[config.mk]
export PLATFORM = sky130hd
export DESIGN_NAME = fsm_fetch_dispatch
export DESIGN_NICKNAME = d
export VERILOG_FILES = /design/src/rtl/fsm_fetch_dispatch.sv
export SDC_FILE = /design/constraint.sdc
export NUM_CORES = 1
export LEC_CHECK = 0
export ABC_AREA = 1
export CAP_MARGIN = 20
export CORE_UTILIZATION = 50
export CTS_CLUSTER_DIAMETER = 120
export CTS_CLUSTER_SIZE = 25
export DETAILED_ROUTE_END_ITERATION = 8
export PLACE_DENSITY = 0.85
export SLEW_MARGIN = 15
export SYNTH_ARGS = -nofsm -noshare
export SYNTH_HDL_FRONTEND = slang
export SYNTH_SLANG_ARGS = --single-unit
[constraint.sdc]
create_clock -name clk -period 2.3 [get_ports clk]
set_clock_uncertainty 0.15 [all_clocks]
set_input_delay 0.345 -clock clk [delete_from_list [all_inputs] [get_ports clk]]
set_output_delay 0.345 -clock clk [all_outputs]
set_load 0.03 [all_outputs]
[src/rtl/fsm_fetch_dispatch.sv]
// Control-unit top sequencer: fetches an instruction, decodes its class, starts the
// matching sub-FSM and waits for its done, with a watchdog on both handshakes.
module fsm_fetch_dispatch #(
    parameter int unsigned TIMEOUT = 64
) (
    input  logic        clk,
    input  logic        reset,
    input  logic        run,
    input  logic        mem_done,
    input  logic [31:0] mem_rdata,
    input  logic [5:0]  done,
    output logic        memory_start,
    output logic        sel_mem_operation,
    output logic [31:0] insn,
    output logic [31:0] code,
    output logic [5:0]  start,
    output logic        busy,
    output logic        halted,
    output logic        illegal,
    output logic        timeout,
    output logic [63:0] instret
);

    typedef enum logic [2:0] {
        S_IDLE,
        S_FETCH_REQ,
        S_FETCH_WAIT,
        S_DECODE,
        S_DISPATCH,
        S_WAIT_DONE,
        S_HALT
    } state_t;

    localparam logic [15:0] WDOG_LAST = 16'(TIMEOUT - 1);

    state_t      state;
    state_t      state_nxt;
    logic [5:0]  cls_dec;
    logic [5:0]  cls_q;
    logic [15:0] wdog;
    logic        wdog_expired;
    logic        strobe;

    // One-hot class in done/start bit order; all-zero means illegal.
    function automatic logic [5:0] classify(input logic [31:0] w);
        logic [5:0] c;
        c = 6'b000000;
        if (w[1:0] == 2'b11) begin
            case (w[6:2])
                5'd4, 5'd5, 5'd6, 5'd12, 5'd14: c = 6'b000001;
                5'd0, 5'd1, 5'd8, 5'd9:         c = 6'b000010;
                5'd24:                          c = 6'b000100;
                5'd25, 5'd27:                   c = 6'b001000;
                5'd13:                          c = 6'b010000;
                5'd20:                          c = 6'b100000;
                default:                        c = 6'b000000;
            endcase
        end
        return c;
    endfunction

    assign cls_dec      = classify(insn);
    assign wdog_expired = (wdog == WDOG_LAST);
    // Only the strobe belonging to the current wait state counts; foreign done bits are masked.
    assign strobe       = (state == S_FETCH_WAIT) ? mem_done : |(done & cls_q);

    always_comb begin
        // NOTE: default first so every path assigns state_nxt and no latch is inferred.
        state_nxt = state;
        case (state)
            S_IDLE:       if (run) state_nxt = S_FETCH_REQ;
            S_FETCH_REQ:  state_nxt = S_FETCH_WAIT;
            S_FETCH_WAIT: begin
                if (strobe)            state_nxt = S_DECODE;
                else if (wdog_expired) state_nxt = S_HALT;
            end
            S_DECODE:     state_nxt = (cls_dec == 6'b000000) ? S_HALT : S_DISPATCH;
            S_DISPATCH:   state_nxt = S_WAIT_DONE;
            S_WAIT_DONE: begin
                if (strobe)            state_nxt = run ? S_FETCH_REQ : S_IDLE;
                else if (wdog_expired) state_nxt = S_HALT;
            end
            S_HALT:       state_nxt = S_HALT;
            default:      state_nxt = S_IDLE;
        endcase
    end

    always_ff @(posedge clk) begin
        if (reset) begin
            state   <= S_IDLE;
            insn    <= '0;
            cls_q   <= '0;
            wdog    <= '0;
            instret <= '0;
            illegal <= 1'b0;
            timeout <= 1'b0;
        end else begin
            // NOTE: non-blocking so every register here samples the pre-edge values.
            state <= state_nxt;
            case (state)
                S_FETCH_REQ, S_DISPATCH:   wdog <= '0;
                S_FETCH_WAIT, S_WAIT_DONE: wdog <= wdog + 16'd1;
                default:                   wdog <= wdog;
            endcase
            if (state == S_FETCH_WAIT && mem_done)
                insn <= mem_rdata;
            if (state == S_DECODE) begin
                cls_q <= cls_dec;
                if (cls_dec == 6'b000000)
                    illegal <= 1'b1;
            end
            if (state == S_WAIT_DONE && strobe)
                instret <= instret + 64'd1;
            if ((state == S_FETCH_WAIT || state == S_WAIT_DONE) && !strobe && wdog_expired)
                timeout <= 1'b1;
        end
    end

    assign memory_start      = (state == S_FETCH_REQ);
    assign sel_mem_operation = 1'b0;
    assign start             = (state == S_DISPATCH) ? cls_q : 6'b000000;
    assign busy              = !(state == S_IDLE || state == S_HALT);
    assign halted            = (state == S_HALT);
    assign code              = (insn[1:0] == 2'b11) ? (32'd1 << insn[6:2]) : 32'd0;

endmodule

==> results by group <==
Placement
  – Final estimated routing congestion in global placement: 0.963
  – Number of input and output port buffers inserted: 180
  – Dpl cell area: 9120 um^2
  – Half-perimeter wire length of the detailed placement result: between 15 and 20 mm
  – Placed cell count: 1471

STA
  – Fmax: 447 MHz
  – Period utilisation layout: about 97%
  – Slew margin rel.: between 50 and 60%
  – Number of hold violations in the final report: 0
  – Final critical path time including I/O delays and setup: roughly 2.2 ns
  – Number of max-slew violations in the final report: 0
  – RSZ-0062 raised after global routing: yes
  – Slew of the pin with the lowest slew margin: 0.608 ns
  – Number of setup violations in the final report: 0

Final layout
  – Core Util, Final: 71.7%
  – Ratio of cells with drive above 1 in the final layout: under 10%
  – Final Cell Area: 9640 um^2
  – Ant. Diodes: 0
  – Fin nets: 1359
  – Layout Area Growth over Synthesis: 37.4%
  – Finished Layout Cells: 1504

Power
  – Total power draw: 5910 uW
  – Maximum VDD drop: just over 0.6 mV
  – Power density over the cells: 613 nW/um^2
  – Leakage: between 0.003 and 0.004 uW

Global routing
  – Number of global-route vias before repair: 7214
  – Congestion Overflow GR: 0
  – Wire length of the first global-routing pass: 34.1 mm
  – Maximum number of pins on one net before global-route repair: 52
  – Number of antenna violations at the first check in global routing: 0
  – Total GRT Usage: 29.7%

Synthesis
  – Number of enable flip-flop cells after synthesis: 0
  – Sequential fraction of the synthesis area: a little under two fifths
  – Count of distinct cell types in the synthesized netlist: 43
  – Warnings from Yosys: 0
  – Synthesized netlist cell count: 1125
  – Syn avg cell area: 6.23 um^2
  – Proportion of register bits with asynchronous set or reset after synthesis: 0%
  – #FFs+latches synth: roughly 130
  – Synth Cell Area: roughly 7000 um^2
  – Commonest register cell after synthesis: dfxtp_1
  – Post-Synthesis Net Count: about 1200

Critical path
  – Capturing element type of the critical path: output port
  – Type of the worst setup path: reg -> out
  – Number of buffers and inverters on the critical path: 1
  – FF-to-FF setup slack: 0.13 ns
  – R2R cell count: 8
  – Nature of the critical path startpoint: flip-flop
  – Worst endpoint data arrival time: 1.74 ns
  – Maximum fanout encountered on the critical timing path: 11
  – Reg-to-Reg End: instret[43]$_SDFFE_PP0P_
  – Worst-path cell chain: clkdlybuf4s50_1
  – Max incr delay on CP: 0.76 ns
  – Critical Path Slowest Stage Cell: clkdlybuf4s50_1
  – Origin of the critical flop-to-flop path: instret[5]$_SDFFE_PP0P_
  – Required time of the worst setup path: 1.80 ns
  – Worst path top cell family by delay: buffers and inverters

Routing
  – Drt drc: 0
  – Number of antenna-violating nets in the routed design: 0
  – Total via count after detailed routing: roughly 8000
  – Sum of routed wire length over all layers: 21.3 mm
  – Starting DRT DRC Count: just over 700
  – Via density per instance: 5.36
  – Average routed wire per standard cell: 14.2 um
  – Initial DRT Pass Iterations: 6

Hold path
  – Worst Hold Endpoint: insn[5]$_SDFFE_PP0N_
  – Kind of path behind the tightest hold check: in -> reg
  – Hold Path Stages: 2
  – Hold Crit Start: reset

Floorplan
  – Overall die height: 120 um
  – Effective utilization at floorplan: 52.1%
  – Area of the core region: 13500 um^2
  – Number of I/O pins: between 150 and 200
  – Floorplan row count: 42
  – Die ar.: ~15000 um^2
  – Width of the die: 120 um

Clock tree
  – Source-to-sink clock delay at the later pin of the worst-skew pair: 0.43 ns
  – Total clock sinks: approximately 130
  – Inserted Clock Buffers: 17
  – Total of hold buffers inserted after clock tree synthesis: 0
  – CTS tree: yes
  – Root buffer cell: clkbuf_16
  – Depth of the CTS H-tree: 4
  – Number of buffers between clock root and the deepest sink: 2
  – Post-CTS clock slew at the launch and capture registers of the worst setup and hold paths: 0.06 ns

Outcome
  – Result of the run: complete, no violations

Job
  – Count of max-cap constraint violations: 0
[area by class of cell]
| type | instances | area [um^2] |
|---|---|---|
| timing repair buffer | 210 | 1970 |
| multi-input combinational | 859 | 3910 |
| inverter | 98 | 368 |
| clock inverter | 14 | 153 |
| fill | 1165 | 3810 |
| tap | 176 | 220 |
| sequential | 129 | 2580 |
| clock buffer | 18 | 439 |
[per-layer routing]
metal | vias to the layer above | GRT usage (%) | routed length, um
met4 | 0 | 12.6 | 569
met3 | 56 | 6.18 | 1810
met1 | 3612 | 38.8 | 9280
li1 | 4017 | - | -
met2 | 378 | 47.3 | 9620
met5 | - | 0 | 0
[worst max path at each step]
| stage | start | end | slack (ns) | cells past startpoint |
|---|---|---|---|---|
| floorplan | state[2]$_SDFFE_PP0P_ | busy | 0.18 | 3 |
| global placement | done[1] | instret[35]$_SDFFE_PP0P_ | 0.1 | 12 |
| detailed placement | done[2] | instret[35]$_SDFFE_PP0P_ | 0.04 | 12 |
| CTS | state[2]$_SDFFE_PP0P_ | busy | 0.03 | 4 |
| global route | instret[5]$_SDFFE_PP0P_ | instret[35]$_SDFFE_PP0P_ | -0.03 | 8 |
| finish | insn[2]$_SDFFE_PP0N_ | insn[2] | 0.06 | 1 |
[synth_stat cells, types with 2 or more instances]
cell type,number,area share [%]
a211oi_1,9,0.96
a21oi_1,57,4.1
and2_1,2,0.18
and3_1,6,0.54
buf_1,2,0.11
buf_2,10,0.71
buf_4,4,0.43
clkbuf_1,22,1.2
clkinv_1,4,0.21
dfxtp_1,129,37
ha_1,2,0.36
inv_1,88,4.7
inv_2,6,0.32
nand2_1,269,14
nand3_1,64,4.6
nand3b_1,2,0.21
nand4_1,36,3.2
nor2_1,283,15
nor2_2,7,0.62
nor3_1,21,1.5
nor3b_1,2,0.21
nor4_1,4,0.36
o211a_1,2,0.29
o21ai_0,47,3.4
o21ai_1,7,0.50
o21bai_1,6,0.64
xnor2_1,13,1.6
xor2_1,6,0.75
[registers in the layout, summed over array words and instances, names as in the netlist, named ones only]
name / cells
state: 3
insn: 32
wdog: 16
illegal: 1
timeout: 1
instret: 64
cls_q: 6
[what timing repair did]
action,CTS,global route
gates resized for setup,41,62
setup buffers,0,1
gates cloned,0,0
hold endpoints to repair,0,0
pin swaps,0,2
endpoints found under the setup margin,41,50
[placed cells by master, fill, tap and decap left out, types with 3 or more instances in the layout]
cell | synthesis | routed
nor2_1 | 283 | 279
nand2_1 | 269 | 268
clkdlybuf4s50_1 | 0 | 138
dfxtp_1 | 129 | 129
inv_1 | 88 | 86
nand3_1 | 64 | 63
a21oi_1 | 57 | 57
o21ai_0 | 47 | 47
nand4_1 | 36 | 36
buf_4 | 4 | 26
nor3_1 | 21 | 20
clkbuf_2 | 0 | 19
clkbuf_16 | 0 | 17
clkdlybuf4s15_1 | 0 | 15
xnor2_1 | 13 | 13
nor2_2 | 7 | 10
a211oi_1 | 9 | 9
inv_2 | 6 | 8
o21ai_1 | 7 | 7
dlygate4sd2_1 | 0 | 7
o21bai_1 | 6 | 6
and3_1 | 6 | 6
xor2_1 | 6 | 6
inv_6 | 0 | 5
clkinv_1 | 4 | 4
nor4_1 | 4 | 4
buf_12 | 0 | 4
clkinv_2 | 0 | 3
clkinvlp_4 | 0 | 3
[through the flow]
step / hold WS, ns / worst slack (ns) / setup TNS (ns)
2_1_floorplan: 0.289 / 0.183 / 0
3_3_place_gp: 0.289 / 0.0986 / 0
3_5_place_dp: 0.296 / 0.0371 / 0
4_1_cts: 0.0495 / 0.0319 / 0
5_1_grt: 0.0626 / -0.0302 / -0.0777
6_report: 0.0561 / 0.0612 / 0
[kinds of logic after synthesis]
logic type	synth area share (%)
AOI/OAI and AO/OA	11.0
xor gates and xnor gates	2.37
adders and majority gates	0.357
buffers and inverters	7.83
DFF	36.8
other	0.0535
and+or+nand+nor	41.6
[report_power, final]
| part | switching (uW) | internal (uW) |
|---|---|---|
| Clock | 1080 | 1640 |
| Combinational | 502 | 312 |
| Sequential | 58.7 | 2320 |
No activity file was read; power rests on OpenSTA's default activity.
